<file path="config.mk">
export PLATFORM = sky130hd
export DESIGN_NAME = inst_window_cache
export DESIGN_NICKNAME = d
export VERILOG_FILES = /design/src/rtl/inst_window_cache.sv
export SDC_FILE = /design/constraint.sdc
export NUM_CORES = 1
export LEC_CHECK = 0
export ABC_CLOCK_PERIOD_IN_PS = 4930
export CAP_MARGIN = 20
export CORE_ASPECT_RATIO = 0.6
export CORE_MARGIN = 2
export CORE_UTILIZATION = 50
export DETAILED_ROUTE_END_ITERATION = 10
export GPL_ROUTABILITY_DRIVEN = 0
export GPL_TIMING_DRIVEN = 1
export PLACE_DENSITY = 0.68
export SYNTH_ARGS = -nofsm -noshare
export SYNTH_HDL_FRONTEND = slang
export SYNTH_SLANG_ARGS = --single-unit
</file>
<file path="constraint.sdc">
create_clock -name clk -period 4.93 [get_ports clk]
set_clock_uncertainty 0.05 [all_clocks]
set_input_delay 0.493 -clock clk [delete_from_list [all_inputs] [get_ports clk]]
set_output_delay 0.493 -clock clk [all_outputs]
set_load 0.02 [all_outputs]
</file>
<file path="src/rtl/inst_window_cache.sv">
// rtl/inst_window_cache.sv - two-window instruction cache with demand fill and next-window prefetch
module inst_window_cache #(
  parameter int                ADDR_W     = 10,
  parameter int                DATA_W     = 32,
  parameter int                LINE_WORDS = 8,
  parameter logic [DATA_W-1:0] NOP        = 32'h00000000
) (
  input  logic              clk,
  input  logic              Reset,
  input  logic              Fetch_en,
  input  logic [ADDR_W-1:0] Address,
  input  logic              Flush,
  output logic [DATA_W-1:0] Instruction,
  output logic              Instr_valid,
  output logic              Stall,
  output logic              Mem_req,
  output logic [ADDR_W-1:0] Mem_addr,
  input  logic [DATA_W-1:0] Mem_data,
  input  logic              Mem_valid
);

  localparam int OFF_W = $clog2(LINE_WORDS);
  localparam int TAG_W = ADDR_W - OFF_W;

  typedef enum logic [1:0] {IDLE = 2'd0, FILL = 2'd1, PREFETCH = 2'd2} state_t;

  state_t            state, state_nxt;
  logic [DATA_W-1:0] win [2][LINE_WORDS];
  logic [TAG_W-1:0]  base [2];
  logic [1:0]        valid;
  logic              last_used;
  logic              target;
  logic [OFF_W-1:0]  beat;

  logic [TAG_W-1:0]  tag;
  logic [TAG_W-1:0]  next_tag;
  logic [OFF_W-1:0]  offset;
  logic [1:0]        hit_w;
  logic              hit;
  logic              hit_idx;
  logic              pf_idx;
  logic              victim;
  logic              pf_needed;
  logic              mem_beat;
  logic              last_beat;
  logic              start_fill;
  logic              start_pf;

  assign tag      = Address[ADDR_W-1:OFF_W];
  assign offset   = Address[OFF_W-1:0];
  assign next_tag = tag + TAG_W'(1);
  assign victim   = ~last_used;

  // A window under fill/prefetch is never a hit source, even though its base is already set.
  always_comb begin
    hit_w = '0;
    for (int w = 0; w < 2; w++) begin
      hit_w[w] = Fetch_en && valid[w] && (base[w] == tag) &&
                 !((state != IDLE) && (target == 1'(w)));
    end
  end

  assign hit       = |hit_w;
  assign hit_idx   = ~hit_w[0];
  assign pf_idx    = ~hit_idx;
  assign pf_needed = hit && (offset >= OFF_W'(LINE_WORDS / 2)) &&
                     !(valid[pf_idx] && (base[pf_idx] == next_tag));

  assign Stall     = Fetch_en && !hit;
  assign Mem_req   = (state != IDLE);
  assign Mem_addr  = Mem_req ? {base[target], beat} : '0;
  assign mem_beat  = (state != IDLE) && Mem_valid;
  assign last_beat = mem_beat && (beat == OFF_W'(LINE_WORDS - 1));

  always_ff @(posedge clk or negedge Reset) begin
    if (!Reset) state <= IDLE;
    else        state <= state_nxt;
  end

  always_comb begin
    state_nxt  = state;
    start_fill = 1'b0;
    start_pf   = 1'b0;
    case (state)
      IDLE: begin
        if (Fetch_en && !hit) begin
          state_nxt  = FILL;
          start_fill = 1'b1;
        end else if (pf_needed) begin
          state_nxt = PREFETCH;
          start_pf  = 1'b1;
        end
      end
      FILL, PREFETCH: if (last_beat) state_nxt = IDLE;
      default: state_nxt = IDLE;
    endcase
    if (Flush) begin
      state_nxt  = IDLE;
      start_fill = 1'b0;
      start_pf   = 1'b0;
    end
  end

  always_ff @(posedge clk) begin
    if (mem_beat && !Flush) win[target][beat] <= Mem_data;
  end

  always_ff @(posedge clk or negedge Reset) begin
    if (!Reset) begin
      valid       <= '0;
      beat        <= '0;
      last_used   <= 1'b1;
      target      <= 1'b0;
      base[0]     <= '0;
      base[1]     <= '0;
      Instruction <= NOP;
      Instr_valid <= 1'b0;
    end else if (Flush) begin
      valid       <= '0;
      beat        <= '0;
      Instruction <= NOP;
      Instr_valid <= 1'b0;
    end else begin
      Instr_valid <= hit;
      Instruction <= hit ? win[hit_idx][offset] : NOP;
      if (hit) last_used <= hit_idx;
      if (start_fill) begin
        target        <= victim;
        base[victim]  <= tag;
        valid[victim] <= 1'b0;
        beat          <= '0;
      end else if (start_pf) begin
        target        <= pf_idx;
        base[pf_idx]  <= next_tag;
        valid[pf_idx] <= 1'b0;
        beat          <= '0;
      end else if (mem_beat) begin
        beat <= beat + OFF_W'(1);
        if (last_beat) begin
          valid[target] <= 1'b1;
          beat          <= '0;
        end
      end
    end
  end

endmodule

</file>
Yosys cells after proc, flatten, opt, wreduce, memory -nomap -nowiden
Memory sizes are Yosys's and may differ from the RTL's.
Cells that the tools add are included.
- register bits: 56
- bits in writable memories: 512
- output and inout bits: 45
- logic and storage cells: 143
- memories: 1
- memories (memory ; words ; bits a word ; read ports ; clocked after memory_dff ; write ports ; RTL line ; text):
    win ; 2 ; 256 ; 1 ; 0 ; 1 ; 28 ; logic [DATA_W-1:0] win [2][LINE_WORDS];
- $add $sub $neg: 2
- magnitude comparators: 15
- eq/ne operators: 8
- mux-type cells: 57
- bitwise gates (word level): 14
- reduce and logical (&&, ||, !) cells: 37
- operators with widths (kind ; count):
    $mux W256 ; 1
    $mux W32 ; 5
    $bmux W32 S3 ; 1
    $demux W32 S3 ; 1
    $mux W7 ; 8
    $bwmux W14 ; 2
    $mux W14 ; 2
    $eq A7 B7 Y1 ; 3
    $logic_and A1 B1 Y1 ; 21
    $mux W2 ; 9
    $mux W1 ; 16
    $mux W3 ; 5
    $demux W7 S1 ; 2
    $mux W10 ; 1
    $ge A4 B4 Y1 const B ; 2
    $not A3 Y4 ; 2
    $reduce_and A2 Y1 ; 4
    $reduce_bool A4 Y1 ; 2
    $add A7 B1 Y7 const B ; 1
    $ge A2 B2 Y1 const B ; 3
    $lt A1 B2 Y1 const B ; 3
    $not A1 Y2 ; 3
    $logic_not A1 Y1 ; 5
    $and A2 B2 Y2 ; 2
    other kinds (18) ; 29

Depth between registers and ports, before layout
Gate-level depths: netlist (run 1).
- depth in word-level cells: 19
- mapped depth: 13
- depth with buffers taken out: 12

Worst setup path before layout (run 1)
Ideal clock, no wire load.
- path kind: register to register
- start point: register state[0]
- end point: memory win[0][224] (netlist bit), enable pin
- setup time: 0.461 ns
- arrival: 3.700 ns
- path slack: 0.719 ns
- stages on the path, launching flop included: 7
- path buffers: 0
- clock period less this slack: 4.211 ns
- cells stage by stage: dfrtp_1 -> inv_1 -> ha_1 -> inv_1 -> nand2_1 -> or4_1 -> nor3_1
- longest elaborated chain between the ends: 5
- RTL lines (item ; RTL line ; text):
    start: declaration ; 27 ; state_t state, state_nxt;
    start signal: assignment ; 77 ; else state <= state_nxt;
    $reduce_bool A2 Y1 ; -- ;
    named net Mem_req ; 16 ; output logic Mem_req,
    $logic_and A1 B1 Y1 ; 72 ; assign mem_beat = (state != IDLE) && Mem_valid;
    $logic_and A1 B1 Y1 ; 105 ; if (mem_beat && !Flush) win[target][beat] <= Mem_data;
    $mux W1 ; 105 ;
    $mux W256 (implied by the code) ; 105 ;
    end: declaration ; 28 ;
The timed path passes the listed nets, and every way through them passes these cells.

Worst setup path in the final report (run 1)
- start point: register state[0]
- end point: output Stall
- longest elaborated chain between the ends: 7
- RTL lines (item ; RTL line ; text):
    $reduce_bool A2 Y1 * ; 59 ; !((state != IDLE) && (target == 1'(w)));
    $logic_and A1 B1 Y1 ; 59 ;
    $logic_not A1 Y1 ; 59 ;
    $logic_and A1 B1 Y1 ; 58 ; hit_w[w] = Fetch_en && valid[w] && (base[w] == tag) &&
    $reduce_or A2 Y1 * ; 63 ; assign hit = |hit_w;
    $logic_not A1 Y1 * ; 69 ; assign Stall = Fetch_en && !hit;
    $logic_and A1 B1 Y1 * ; 69 ;
    end: declaration ; 15 ; output logic Stall,
Every way passes the cells marked *; elsewhere a longest branch is shown, timed or not.

==> metrics.md, run 1 <==
| Metric | Value |
|---|---|
| CTS sink cnt | 568 |
| Post-synth EDFFs | 512 |
| CORE AREA | 43700 um2 |
| Max transition margin | 46.42% |
| Status | finished, final reports clean |
| Clock Tree Root | clkbuf_16 |
| Pwr/cell area | 379.3 nW/um2 |
| Initial antenna violation count | 3 |
| Wire per inst | 27.32 um |
| Worst-margin pin slew | 803.7 ps |
| Starting density of the core | 51.08% |
| Worst VDD drop | 296.2 uV |
| Post_cts resized | 0 |
| CP max stage cell | or4_1 |
| CP delay by family, top | simple AND/OR/NAND/NOR gates |
| Hold Path Class | in -> async |
| Mapped Area | 22320 um2 |
| Die width | 276.8 um |
| Critical path capture point type | output port |
| Crit-path cells | inv_1 > ha_1 > buf_4 > o211ai_1 > or4_1 > or2_1 > and2_1 > nand2_1 > inv_1 > clkdlybuf4s50_1 |
| Req. time, crit path | 4390 ps |
| Syn Area/Cell | 21.42 um2 |
| Cell repeated most along the worst path | inv_1 |
| Crit start category | flip-flop |
| Fmax | 256.2 MHz |
| Site Rows | 59 |
| Max-slew violations | 0 |
| Worst Setup Path Type | reg -> out |
| Final HPWL DP | 27240 um |
| Number of max-cap violations | 0 |
| Setup_tns | 0 ps |
| H-tree levels | 2 |
| Vias in the first global route | 10904 |
| DR iter-0 viols | 1242 |
| Setup violators final | 0 |
| Wire length on met2 | 22090 um |
| Syn nets | 1093 |
| Buffers & Inverters on Critical Path | 4 |
| Area Overhead vs Synth | 15.39% |
| # IOs | 92 |
| Sequential share of the synthesized area | 75.15% |
| CP Data Arrival Time | 3360 ps |
| Post CTS Setup Buffer Count | 0 |
| Ys Warns | 0 |
| Vias/cell | 6.037 |
| Cells after Synth | 1042 |
| Fin crit period | 3904 ps |
| Die Y | 167.7 um |
| Post-Route WL | 48910 um |
| Final ANT Viol Nets | 0 |
| Met1 Routed Length | 22290 um |
| Flops & latches, synth | 568 |
| TritonRoute pass-1 iters | 5 |
| Global route overflow | 0 |
| Pre-CTS setup slack | 728.4 ps |
| Post-layout nets | 1222 |
| Pleak | 8.302 nW |
| Global-route wire length before repair | 73200 um |
| Layout cell share with drive strength beyond 1 | 25.56% |
| CTS max path bufs | 3 |
| Clock latency on the worst-skew pair | 570 ps |
| CTS tree | yes |
| Die Area | 46410 um2 |
| Post-synthesis async set-or-reset flop share | 9.859% |
| Post-synth top flop | edfxtp_1 |
| PnR worst setup slack | 1026 ps |
| Fillcell total | 3115 |
| CP Max Fanout | 15 |
| DRC viols | 0 |
| IO Port Bufs | 91 |
| Met3 wire len | 3836 um |
| Pin count of the biggest net entering global routing | 54 |
| Largest stage delay, worst path | 570 ps |
| Final Hold Viols | 0 |
| Final worst path period share | 79.18% |
| RSZ-0062 raised after global routing | false |
| Clk pin slew, worst setup/hold paths | 70 ps |
| Total GRT Usage | 21.57% |
| Num CTS Buffers | 49 |
| Uppermost layer routed | met4 |
| Synth cell types | 59 |
| Via count | 10806 |
[layout make-up]
type	instances	area, um2	area share [%]
Clock inverter	23	257.7	1.001
Multi-Input combinational cell	404	5334	20.71
Timing Repair Buffer	133	1264	4.906
Clock buffer	66	1341	5.207
Sequential cell	568	16780	65.13
Inverter	15	56.30	0.2186
Tap cell	579	724.4	2.812
Antenna cell	2	5.005	0.01943
[what timing repair did]
item | in CTS | in global routing
setup endpoints to repair | 0 | 0
hold buffers | 1 | 0
endpoints found under the hold margin | 18 | 0
[worst register-to-register path, delay by kind of cell, from the launching register on]
| kind | cells | cell delay [ps] |
|---|---|---|
| simple gates | 3 | 1100 |
| flops | 1 | 380 |
| compound gates | 1 | 130 |
| mux | 2 | 1070 |
| fa+ha+maj | 1 | 140 |
| buf+inv | 4 | 760 |
[sequential cells by signal (all words and copies together), names as in the netlist]
name and flops:
base 14, win 512, state 2, Instruction 32
Instr_valid 1, target 1, valid 2, beat 3
last_used 1
[per-stage QoR]
stage          util, %  std cells  power, W  hold slack, ps  cell area, um2
2_1_floorplan        -       1042  0.005775           147.4           22320
3_5_place_dp     55.25       1698  0.006014           368.5           24150
5_1_grt          58.94       1790   0.01009           339.2           25760
4_1_cts          58.93       1788  0.009848           304.6           25750
6_report         58.94       1790  0.009771           316.4           25760
3_3_place_gp     55.25       1698  0.006004           371.4           24150
[cells in the final DEF, fill, tap and decap left out, drive strengths merged, types with 10 or more instances in the layout]
master and instances:
clkdlybuf4s50 87, nand3 10, buf 45, mux4 160, xnor2 14, clkinv 14
nor2 36, and2 35, inv 15, nor3 13, nand2 13, dfrtp 55
clkbuf 66, xor2 10, edfxtp 512
[cells by family (layout without fill, tap and decap cells)]
group	count (synthesis)	after routing	synth area share (%)
flip-flops	568	568	75.15
multiplexers	168	168	16.50
AND/OR/NAND/NOR	151	151	3.744
buffers and inverters	70	237	1.480
AO/OA/AOI/OAI	56	56	1.855
XOR/XNOR	25	25	1.042
adder cells (fa/ha/maj)	4	4	0.2242
other	0	2	0
[cells in the mapped netlist (8+ instances only)]
cell type    n  share of area [%]
edfxtp_1   512                 69
buf_2       12               0.27
mux2i_1      8               0.36
dfrtp_1     55                6.2
nand3_1     10               0.22
xnor2_1     14               0.55
xor2_1      10               0.39
a21oi_1      8               0.18
and2_1      35               0.98
nand2b_1     8               0.22
o22ai_1      9               0.25
clkbuf_1    30               0.50
nor3_1      12               0.27
inv_1       15               0.25
mux4_2     160                 16
nand2_1     13               0.22
and3_1       8               0.22
nor2_1      35               0.59
[path summary, 6_finish.rpt]
kind                               start             end  slack (ps)  cells past startpoint
worst max-delay path            state[0]           Stall        1030                     10
worst min-delay path               Reset         base[8]         320                      2
worst max register to register  state[0]  Instruction[3]        1210                     11
worst min register to register  state[0]        state[0]         460                      1
max in group asynchronous          Reset         base[2]        3520                      3
min in group clk                state[0]        state[0]         460                      1
[power breakdown]
part,switching [W],total (W),internal [W]
clock,0.00168,0.00385,0.00218
combinational,0.000322,0.000555,0.000233
sequential,0.0000578,0.00536,0.00531
[metal layers]
metal,GRT usage (%),vias to the layer above
met2,31.61,426
met5,0,-
met1,33.95,5772
met4,4.631,0
li1,-,4558
met3,4.270,50
No activity file was read; power rests on OpenSTA's default activity.
==> run 2: changes to the inputs <==
--- a/config.mk
+++ b/config.mk
@@ -5,7 +5,7 @@
 export SDC_FILE = /design/constraint.sdc
 export NUM_CORES = 1
 export LEC_CHECK = 0
-export ABC_CLOCK_PERIOD_IN_PS = 4930
+export ABC_CLOCK_PERIOD_IN_PS = 3700
 export CAP_MARGIN = 20
 export CORE_ASPECT_RATIO = 0.6
 export CORE_MARGIN = 2
==> constraint.sdc (replaced) <==
create_clock -name clk -period 3.7 [get_ports clk]
set_clock_uncertainty 0.05 [all_clocks]
set_input_delay 0.37 -clock clk [delete_from_list [all_inputs] [get_ports clk]]
set_output_delay 0.37 -clock clk [all_outputs]
set_load 0.02 [all_outputs]
==> run 2 against run 1 <==
Against the previous run: combinational power increased by 40%; final area increased by 1.8%; via count is 2.3% higher; hold slack better by 140 ps; total power grew 34%; setup slack worse by 940 ps; critical path type unchanged; largest power group unchanged.
==> metrics.md, run 2 (synthesis gave the netlist of run 1 again) <==
| Metric | Value |
|---|---|
| Status | finished, final reports clean |
| IO Port Bufs | 91 (unchanged) |
| Initial antenna violation count | 0 (-3) |
| Setup_tns | 0 ps (unchanged) |
| Die Area | 46410 um2 (unchanged) |
| Starting density of the core | 51.08% (unchanged) |
| Clk pin slew, worst setup/hold paths | 70 ps (about the same) |
| Commonest non-fill, non-tap cell in the layout | edfxtp_1 |
| H-tree levels | 2 (unchanged) |
| Fmax | 276.7 MHz |
| Sw frac | 21.21% (+0.18 points) |
| Number of max-cap violations | 0 (unchanged) |
| Final Hold Viols | 0 (unchanged) |
| Largest register FFs | 512 (unchanged) |
| Clock Tree Root | clkbuf_16 |
| CP Max Fanout | 5 (-10) |
| CTS sink cnt | 568 (unchanged) |
| Site Rows | 59 (unchanged) |
| Die width | 276.8 um (unchanged) |
| Via count | 11054 (+2.3%) |
| Final core occ | 59.98% (+1.0 points) |
| Global-route wire length before repair | 74950 um (+2.4%) |
| Crit start category | flip-flop |
| Largest register by flop count | win |
| Most frequent cells in the layout | edfxtp_1, mux4_2, clkdlybuf4s50_1 |
| Num CTS Buffers | 49 (unchanged) |
| # IOs | 92 (unchanged) |
| DR iter-0 viols | 1390 (+12%) |
| FF-to-FF setup slack | 260 ps (-950 ps) |
| RSZ-0062 raised after global routing | false |
| Total GRT Usage | 22.12% (+0.55 points) |
| Worst VDD drop | 371.6 uV (+25%) |
| Vias/cell | 6.107 (+1.2%) |
| DRC viols | 0 (unchanged) |
| P_sw | 0.002773 W (+35%) |
| Req. time, crit path | 3280 ps (-1110 ps) |
| Pleak | 8.483 nW (+2.2%) |
| Pwr/cell area | 498.8 nW/um2 (+31%) |
| Max transition margin | 32.67% (-14 points) |
| Final ANT Viol Nets | 0 (unchanged) |
| Clk network pwr share | 39.4% (about the same) |
| Fin crit period | 3614 ps |
| Final worst path period share | 97.67% |
| CTS max path bufs | 3 (unchanged) |
| CTS tree | yes |
| Global route overflow | 0 (unchanged) |
| Logic pwr share | 5.9% (+0.2 points) |
| TritonRoute pass-1 iters | 6 (+1) |
| Critical path capture point type | output port |
| Pin count of the biggest net entering global routing | 63 (+17%) |
| Worst Setup Path Type | reg -> out |
| Worst flop-to-flop path startpoint | state[0] |
| Setup violators final | 0 (unchanged) |
| Area Overhead vs Synth | 17.41% |
| Worst-margin pin slew | 1010 ps (+206.2 ps) |
| Reg2reg path depth | 10 (-1) |
| Layout cell share with drive strength beyond 1 | 26.97% (+1.4 points) |
| Reg2reg end | Instruction[4] |
| Max-slew violations | 0 (unchanged) |
| Post-Route WL | 50270 um (+2.8%) |
| Die Y | 167.7 um (unchanged) |
| Final HPWL DP | 27410 um (+0.63%) |
| Post-layout nets | 1241 (+1.6%) |
| PnR Total Power | 0.01307 W (+34%) |
| Clock latency on the worst-skew pair | 580 ps (about the same) |
| Top Registers | win: 512 flops, Instruction: 32 flops, base: 14 flops |
| CORE AREA | 43700 um2 (unchanged) |
| CP Data Arrival Time | 3190 ps (-170 ps) |
| Pint | 0.01030 W (+33%) |
| Wire per inst | 27.77 um (+1.6%) |
| Hold Path Class | in -> async |
| Sequential share of power | 54.7% (-0.2 points) |
| Ant diodes | 0 (-2) |
| Vias in the first global route | 11252 (+3.2%) |
==> run 2: cell count changes in the layout (fill, tap and decap cells not counted), sizes merged <==
cell | previous run | this run
buf | 45 | 64
bufinv | 5 | 3
clkbuf | 66 | 67
clkdlybuf4s50 | 87 | 86
clkinv | 14 | 19
clkinvlp | 4 | 2
diode | 2 | 0
dlygate4sd2 | 0 | 1
inv | 15 | 16
==> run 2: repair_timing <==
action / CTS / global route
buffers inserted: 0 / 0
hold endpoints to repair: 55 / 0
endpoints found under the setup margin: 1 / 0
hold buffers: 1 / 0
gates resized for setup: 1 / 0
==> run 2: stage by stage <==
stage | setup slack (ps) | instances | hold slack (ps) | cell area (um2)
global route | 16.49 | 1810 | 476.2 | 26210
finish | 86.26 | 1810 | 460.2 | 26210
global placement | 18.29 | 1717 | 445.3 | 24560
floorplan | 343.5 | 1042 | 24.41 | 22340
CTS | 172.3 | 1810 | 464.7 | 26210
detailed placement | 13.23 | 1717 | 449.0 | 24560
==> run 2: worst max path at each step <==
stage	from	cells past startpoint	slack (ps)	end
finish	state[0]	10	90	Stall
global route	state[0]	10	20	Stall
CTS	state[0]	10	170	Stall
detailed placement	Address[8]	9	10	Instruction[4]
global placement	Address[8]	9	20	Instruction[4]
floorplan	state[0]	6	340	win[1][100]
==> run 2: final cells by class <==
cell class                      instances  area, um2
Sequential cell                       568      16780
Tap cell                              579      724.4
Inverter                               15      56.30
Fill cell                            3071      17490
Clock inverter                         25      224.0
Timing Repair Buffer                  152       1655
Multi-Input combinational cell        404       5359
Clock buffer                           67       1415
==> run 2: layer usage <==
| metal | vias to the layer above | GRT usage [%] | share of wire, % |
|---|---|---|---|
| met2 | 474 | 33.26 | 46 |
| met5 | - | 0 | 0 |
| met3 | 79 | 4.018 | 7.6 |
| met4 | 0 | 5.600 | 2.2 |
| li1 | 4613 | - | - |
| met1 | 5888 | 33.98 | 44 |
==> run 2: power groups by stage <==
stage               Combinational, W  Clock [W]  Sequential (W)
floorplan                   0.000441          0         0.00725
global placement            0.000751          0         0.00728
global route                0.000834    0.00550         0.00715
finish                      0.000776    0.00515         0.00714
CTS                         0.000769    0.00526         0.00714
detailed placement          0.000762          0         0.00728
==> run 2: critical path, stage by stage, from the launching register on <==
cell	delay, ps
dfrtp_1	380
inv_1	80
ha_1	220
o211ai_1	200
or4_1	540
buf_4	200
or2_1	280
and2_1	190
nand2_1	140
inv_1	80
dlygate4sd2_1	330
